--- config.mk ---
export PLATFORM = sky130hd
export DESIGN_NAME = scalar_wb_ctrl
export DESIGN_NICKNAME = d
export VERILOG_FILES = /design/src/rtl/sreg_pkg.sv /design/src/rtl/sync_fifo.sv /design/src/rtl/scalar_wb_ctrl.sv
export SDC_FILE = /design/constraint.sdc
export NUM_CORES = 1
export LEC_CHECK = 0
export ABC_AREA = 1
export ABC_CLOCK_PERIOD_IN_PS = 2400
export CORE_UTILIZATION = 52
export DETAILED_ROUTE_END_ITERATION = 10
export GPL_ROUTABILITY_DRIVEN = 0
export GPL_TIMING_DRIVEN = 0
export PLACE_DENSITY = 0.77
export REMOVE_ABC_BUFFERS = 1
export SLEW_MARGIN = 5
export SYNTH_ARGS = -nofsm -noshare
export SYNTH_HDL_FRONTEND = slang
export SYNTH_HIERARCHICAL = 1
export SYNTH_SLANG_ARGS = --single-unit
--- constraint.sdc ---
create_clock -name Clk -period 2.4 [get_ports Clk]
set_input_delay 0.36 -clock Clk [delete_from_list [all_inputs] [get_ports Clk]]
set_output_delay 0.36 -clock Clk [all_outputs]
set_load 0.01 [all_outputs]
--- src/rtl/sreg_pkg.sv ---
// Shared types and constants for the scalar register file writeback path.
package sreg_pkg;

  localparam int NREG    = 8;
  localparam int SREG_AW = 3;
  localparam int SREG_DW = 16;

  typedef enum logic [1:0] {
    WM_FULL = 2'b00,
    WM_LOW  = 2'b01,
    WM_HIGH = 2'b10,
    WM_NONE = 2'b11
  } wb_mode_e;

  typedef struct packed {
    logic [SREG_AW-1:0] addr;
    logic [SREG_DW-1:0] data;
  } wb_entry_t;

endpackage

--- src/rtl/sync_fifo.sv ---
// Small synchronous FIFO holding load returns until the sReg write port is free.
module sync_fifo #(
  parameter int DEPTH = 4,
  parameter int WIDTH = 19
) (
  input  logic                     clk,
  input  logic                     rst_n,
  input  logic                     push,
  input  logic                     pop,
  input  logic [WIDTH-1:0]         din,
  output logic [WIDTH-1:0]         dout,
  output logic                     full,
  output logic                     empty,
  output logic [$clog2(DEPTH):0]   count
);

  localparam int PW = $clog2(DEPTH);

  logic [WIDTH-1:0] mem_q [DEPTH];
  logic [PW-1:0]    wr_ptr_q, wr_ptr_d;
  logic [PW-1:0]    rd_ptr_q, rd_ptr_d;
  logic [PW:0]      count_q, count_d;
  logic             do_push, do_pop;

  assign full  = (count_q == (PW+1)'(DEPTH));
  assign empty = (count_q == '0);
  assign count = count_q;
  assign dout  = mem_q[rd_ptr_q];

  // A full FIFO refuses a push even when the head leaves on the same edge.
  always_comb begin
    do_push  = push && !full;
    do_pop   = pop && !empty;
    wr_ptr_d = wr_ptr_q;
    rd_ptr_d = rd_ptr_q;
    count_d  = count_q;
    if (do_push) wr_ptr_d = wr_ptr_q + PW'(1);
    if (do_pop)  rd_ptr_d = rd_ptr_q + PW'(1);
    case ({do_push, do_pop})
      2'b10:   count_d = count_q + (PW+1)'(1);
      2'b01:   count_d = count_q - (PW+1)'(1);
      default: count_d = count_q;
    endcase
  end

  always_ff @(posedge clk or negedge rst_n) begin
    if (!rst_n) begin
      wr_ptr_q <= '0;
      rd_ptr_q <= '0;
      count_q  <= '0;
    end else begin
      wr_ptr_q <= wr_ptr_d;
      rd_ptr_q <= rd_ptr_d;
      count_q  <= count_d;
    end
  end

  always_ff @(posedge clk) begin
    if (do_push) mem_q[wr_ptr_q] <= din;
  end

endmodule

--- src/rtl/scalar_wb_ctrl.sv ---
// Writeback controller: merges ALU results and queued load returns onto the
// single sReg write port and tracks pending loads to stall decode on hazards.
module scalar_wb_ctrl
  import sreg_pkg::*;
#(
  parameter int DEPTH = 4,
  parameter int DW    = 16,
  parameter int AW    = 3
) (
  input  logic          Clk,
  input  logic          Rst_n,
  input  logic          AluValid,
  input  logic [AW-1:0] AluAddr,
  input  logic [DW-1:0] AluData,
  input  logic [1:0]    AluMode,
  input  logic          MemValid,
  input  logic [AW-1:0] MemAddr,
  input  logic [DW-1:0] MemData,
  output logic          MemReady,
  input  logic          IssueValid,
  input  logic          IssueLoad,
  input  logic [AW-1:0] IssueDst,
  input  logic [AW-1:0] IssueSrcA,
  input  logic [AW-1:0] IssueSrcB,
  output logic          Stall,
  output logic [AW-1:0] Addr,
  output logic [DW-1:0] DataIn,
  output logic          WR,
  output logic          WR_l,
  output logic          WR_h
);

  localparam int NR = 1 << AW;
  localparam int CW = $clog2(DEPTH) + 1;

  logic             alu_wr, pop, fifo_push, fifo_full, fifo_empty;
  logic [AW+DW-1:0] head;
  logic [AW-1:0]    head_addr;
  logic [DW-1:0]    head_data;
  logic [CW-1:0]    fifo_count;

  logic [NR-1:0]    busy_q, busy_d;
  logic [AW-1:0]    addr_q, addr_d;
  logic [DW-1:0]    data_q, data_d;
  logic             wr_q, wr_d, wr_l_q, wr_l_d, wr_h_q, wr_h_d;

  assign MemReady  = Rst_n && (fifo_count != CW'(DEPTH));
  assign fifo_push = MemValid && !fifo_full;
  assign head_addr = head[AW+DW-1:DW];
  assign head_data = head[DW-1:0];

  sync_fifo #(
    .DEPTH (DEPTH),
    .WIDTH (AW + DW)
  ) u_load_fifo (
    .clk   (Clk),
    .rst_n (Rst_n),
    .push  (fifo_push),
    .pop   (pop),
    .din   ({MemAddr, MemData}),
    .dout  (head),
    .full  (fifo_full),
    .empty (fifo_empty),
    .count (fifo_count)
  );

  assign Stall = IssueValid &&
                 (busy_q[IssueSrcA] || busy_q[IssueSrcB] || busy_q[IssueDst]);

  // The ALU never waits; a queued load only drains on a cycle the ALU leaves free.
  always_comb begin
    alu_wr = AluValid && (wb_mode_e'(AluMode) != WM_NONE);
    pop    = !alu_wr && !fifo_empty;
    addr_d = addr_q;
    data_d = data_q;
    wr_d   = 1'b0;
    wr_l_d = 1'b0;
    wr_h_d = 1'b0;
    if (alu_wr) begin
      addr_d = AluAddr;
      data_d = AluData;
      case (wb_mode_e'(AluMode))
        WM_FULL: wr_d   = 1'b1;
        WM_LOW:  wr_l_d = 1'b1;
        default: wr_h_d = 1'b1;
      endcase
    end else if (pop) begin
      addr_d = head_addr;
      data_d = head_data;
      wr_d   = 1'b1;
    end
  end

  // A new load claiming a register overrides a same-edge release of it.
  always_comb begin
    busy_d = busy_q;
    if (pop) busy_d[head_addr] = 1'b0;
    if (IssueValid && IssueLoad && !Stall) busy_d[IssueDst] = 1'b1;
  end

  always_ff @(posedge Clk or negedge Rst_n) begin
    if (!Rst_n) begin
      busy_q <= '0;
      addr_q <= '0;
      data_q <= '0;
      wr_q   <= 1'b0;
      wr_l_q <= 1'b0;
      wr_h_q <= 1'b0;
    end else begin
      busy_q <= busy_d;
      addr_q <= addr_d;
      data_q <= data_d;
      wr_q   <= wr_d;
      wr_l_q <= wr_l_d;
      wr_h_q <= wr_h_d;
    end
  end

  assign Addr   = addr_q;
  assign DataIn = data_q;
  assign WR     = wr_q;
  assign WR_l   = wr_l_q;
  assign WR_h   = wr_h_q;

endmodule

==> out/metrics.yaml <==
synth_seq_cells: 113
crit_type: "register to register"
crit_path_max_incr_delay_ns: 0.40
avgSynthCellArea_um2: 10.1
n_fill_cell: 763
die_height_um: 103
rows: 36
place_ws_ns: -0.439
crit_top_cell: "inv_1"
status: "finished, final reports clean"
synth_seq_area_share_pct: 60.9
grt_pass1_wl_um: 19100
r2r-end: "u_load_fifo/count[2]"
clock.fmax_mhz: 445
final_cell_mix: "185 x nand2_1, 76 x edfxtp_1, 74 x clkdlybuf4s50_1"
rsz0062_at_grt: "no"
peakVddDrop_uv: 639
num_vias: 4039
startpoint_type: "register"
drt_wl_total_um: 12200
seq_area_um2: 3210
fin_skew_ns: 0.00535
clock_path_buffers: 2
timing.final.crit_share_pct: 93.6
syn_to_final_growth_pct: 29.6
setup_viol: 0
fin_util_pct: 69.6
period_needed_ns: 2.25
cpLargestDelayFamily: "simple AND/OR/NAND/NOR gates"
worst_slack_ns: 0.153
critPathRequiredTime_ns: 2.80
wl_met3_um: 847
p_leak_uw: 0.00300
antenna_found_initial: 0
synth_cell_type_count: 30
hold_class: "primary input to asynchronous set/reset pin"
synth_area_leaders: "edfxtp_1 43%, dfrtp_1 18%, nand2_1 13%, inv_1 5.2%, o211ai_2 4.5%"
maxSlewHeadroom_pct: 45.0
layout.nets: 674
cp_num_buf_inv: 6
rrSetupSlack_ns: 0.15
drt_pass1_iterations: 6
cp_max_fo: 20
core_region_area_um2: 9820
yosysTopAreaCell: "edfxtp_1"
ant_nets: 0
die_w_um: 103
multi_input_area_um2: 1640
wl_met2_um: 6270
worstMarginPinSlew_ns: 0.825
highest_layer: "met4"
via_per_inst: 5.32
crit_slowest_cell: "dfrtp_1"
r2r_start: "u_load_fifo/count[2]"
layout-drive-gt1-share_pct: 12.9
io_pins: 79
crit_chain: "inv_1, nand3_2, inv_1, inv_1, nand2_4, inv_8, nand2_1, inv_1, ha_1, inv_1, fa_1, nand2_1, nand3_1, nand2_1, nand2_1"
diodes: 0
grt.overflow.total: 0
synth_warnings: 6
cts_sinks: 113
first_global_vias: 4046
reg2reg_depth: 15
slew_violations: 0
cts_root_buf: "clkbuf_8"
dpl.hpwl_um: 7720
post_drt_wl_per_cell_um: 16.1
drtIter0Drc: 221
cts_max_level: 4
numCtsBuffers: 17
p_per_area_nw_per_um2: 1200
clk_pin_slew_ns: 0.05
cp.arrival_ns: 2.65
numPortBuffers: 78
insertion_delay_ns: 0.51
m1WireLength_um: 4860
syn-cell-area_um2: 5270
drcViolationCount: 0
grtUsageTotal_pct: 24.8
grt_max_degree: 79
synth_cells: 521
fp.dieArea_um2: 10500
cts_tree: "built"
finalHoldViolCount: 0
initial_core_util_pct: 53.7
crit_path_end_kind: "register"
netlist.area_leader.share_pct: 43.3
mostFrequentLayoutCell: "nand2_1"
setup-tns-final_ns: 0
drv_cap: 0
-- Yosys cell counts --
cell	number
nand3b_1	1
or2_4	1
nand4_1	9
buf_4	3
inv_2	9
o21ai_1	4
xnor2_1	1
buf_2	7
o31ai_1	1
a21boi_0	1
edfxtp_1	76
nand3_2	2
o21ai_0	5
nor2_1	7
nand2_4	1
buf_1	1
nand2_1	185
o21ai_4	1
o211ai_2	19
inv_1	73
nor3_1	9
fa_1	1
nand3_1	31
o211ai_1	21
buf_6	6
nor2_4	2
ha_1	5
a21boi_1	1
dfrtp_1	37
nand2_2	1
-- logic make-up after synthesis --
family / count (synthesis) / share of synthesized area (%)
flops: 113 / 60.9
simple gates: 249 / 20.0
fa+ha+maj: 6 / 1.57
xor+xnor: 1 / 0.166
buf+inv: 99 / 8.29
compound gates: 53 / 9.10
-- per-stage QoR --
stage | std cells | instance area [um^2] | power [uW] | hold WS [ns]
after floorplan | 504 | 5140 | 4590 | 0.0644
after global placement | 715 | 6090 | 5470 | 0.468
after detailed placement | 720 | 6170 | 5690 | 0.283
after CTS | 755 | 6770 | 8170 | 0.320
after global routing | 759 | 6830 | 8640 | 0.404
final | 759 | 6830 | 8160 | 0.401
-- layer usage --
metal | global-route usage, % | vias up
met2 | 43.6 | 148
met3 | 8.14 | 21
met5 | 0 | -
li1 | - | 1914
met1 | 27.9 | 1956
met4 | 9.67 | 0
-- cell type report --
type	count	area share, %
repair buffers	89	13.5
multi-input cells	309	24.0
repair inverters	1	0.0733
flip-flops and latches	113	47.0
clock buffers	19	6.17
inverters	82	4.71
clock inverters	13	2.11
well taps	133	2.44
-- report_power, final --
part	switching (uW)	internal [uW]	leakage, uW
sequential	337	2650	0.00115
clock	841	1560	0.000270
combinational	1670	1110	0.00158
-- flip-flops by register name, indices dropped and copies added, names as in the netlist --
signal	cells
u_load_fifo/mem_q	76
DataIn	16
busy_q	8
Addr	3
u_load_fifo/count	3
u_load_fifo/rd_ptr_q	2
u_load_fifo/wr_ptr_q	2
WR	1
WR_h	1
WR_l	1
-- what timing repair did --
action                                  CTS  global route
buffers inserted                          0             3
resized for setup                         7             4
pin swaps                                 0             1
hold endpoints to repair                 11             0
hold buffers                              2             0
endpoints found under the setup margin   13             4
cloned                                    1             1
-- worst max path at each step --
stage | startpoint | cells past startpoint | endpoint | slack (ns)
final | u_load_fifo/count[2] | 15 | u_load_fifo/count[2] | 0.15
after global routing | u_load_fifo/count[0] | 15 | u_load_fifo/count[2] | 0.01
after CTS | Rst_n | 5 | MemReady | 0.03
after detailed placement | AluMode[0] | 14 | u_load_fifo/count[2] | -0.44
after global placement | Rst_n | 3 | MemReady | -0.95
after floorplan | u_load_fifo/count[0] | 6 | u_load_fifo/mem_q[0][0] | 0.26
-- tightest hold or removal path, stage by stage --
cell and delay, ns:
dlygate4sd3_1 0.52, buf_2 0.19, buf_12 0.17
Note: power is estimated with default switching activity, not from simulation.
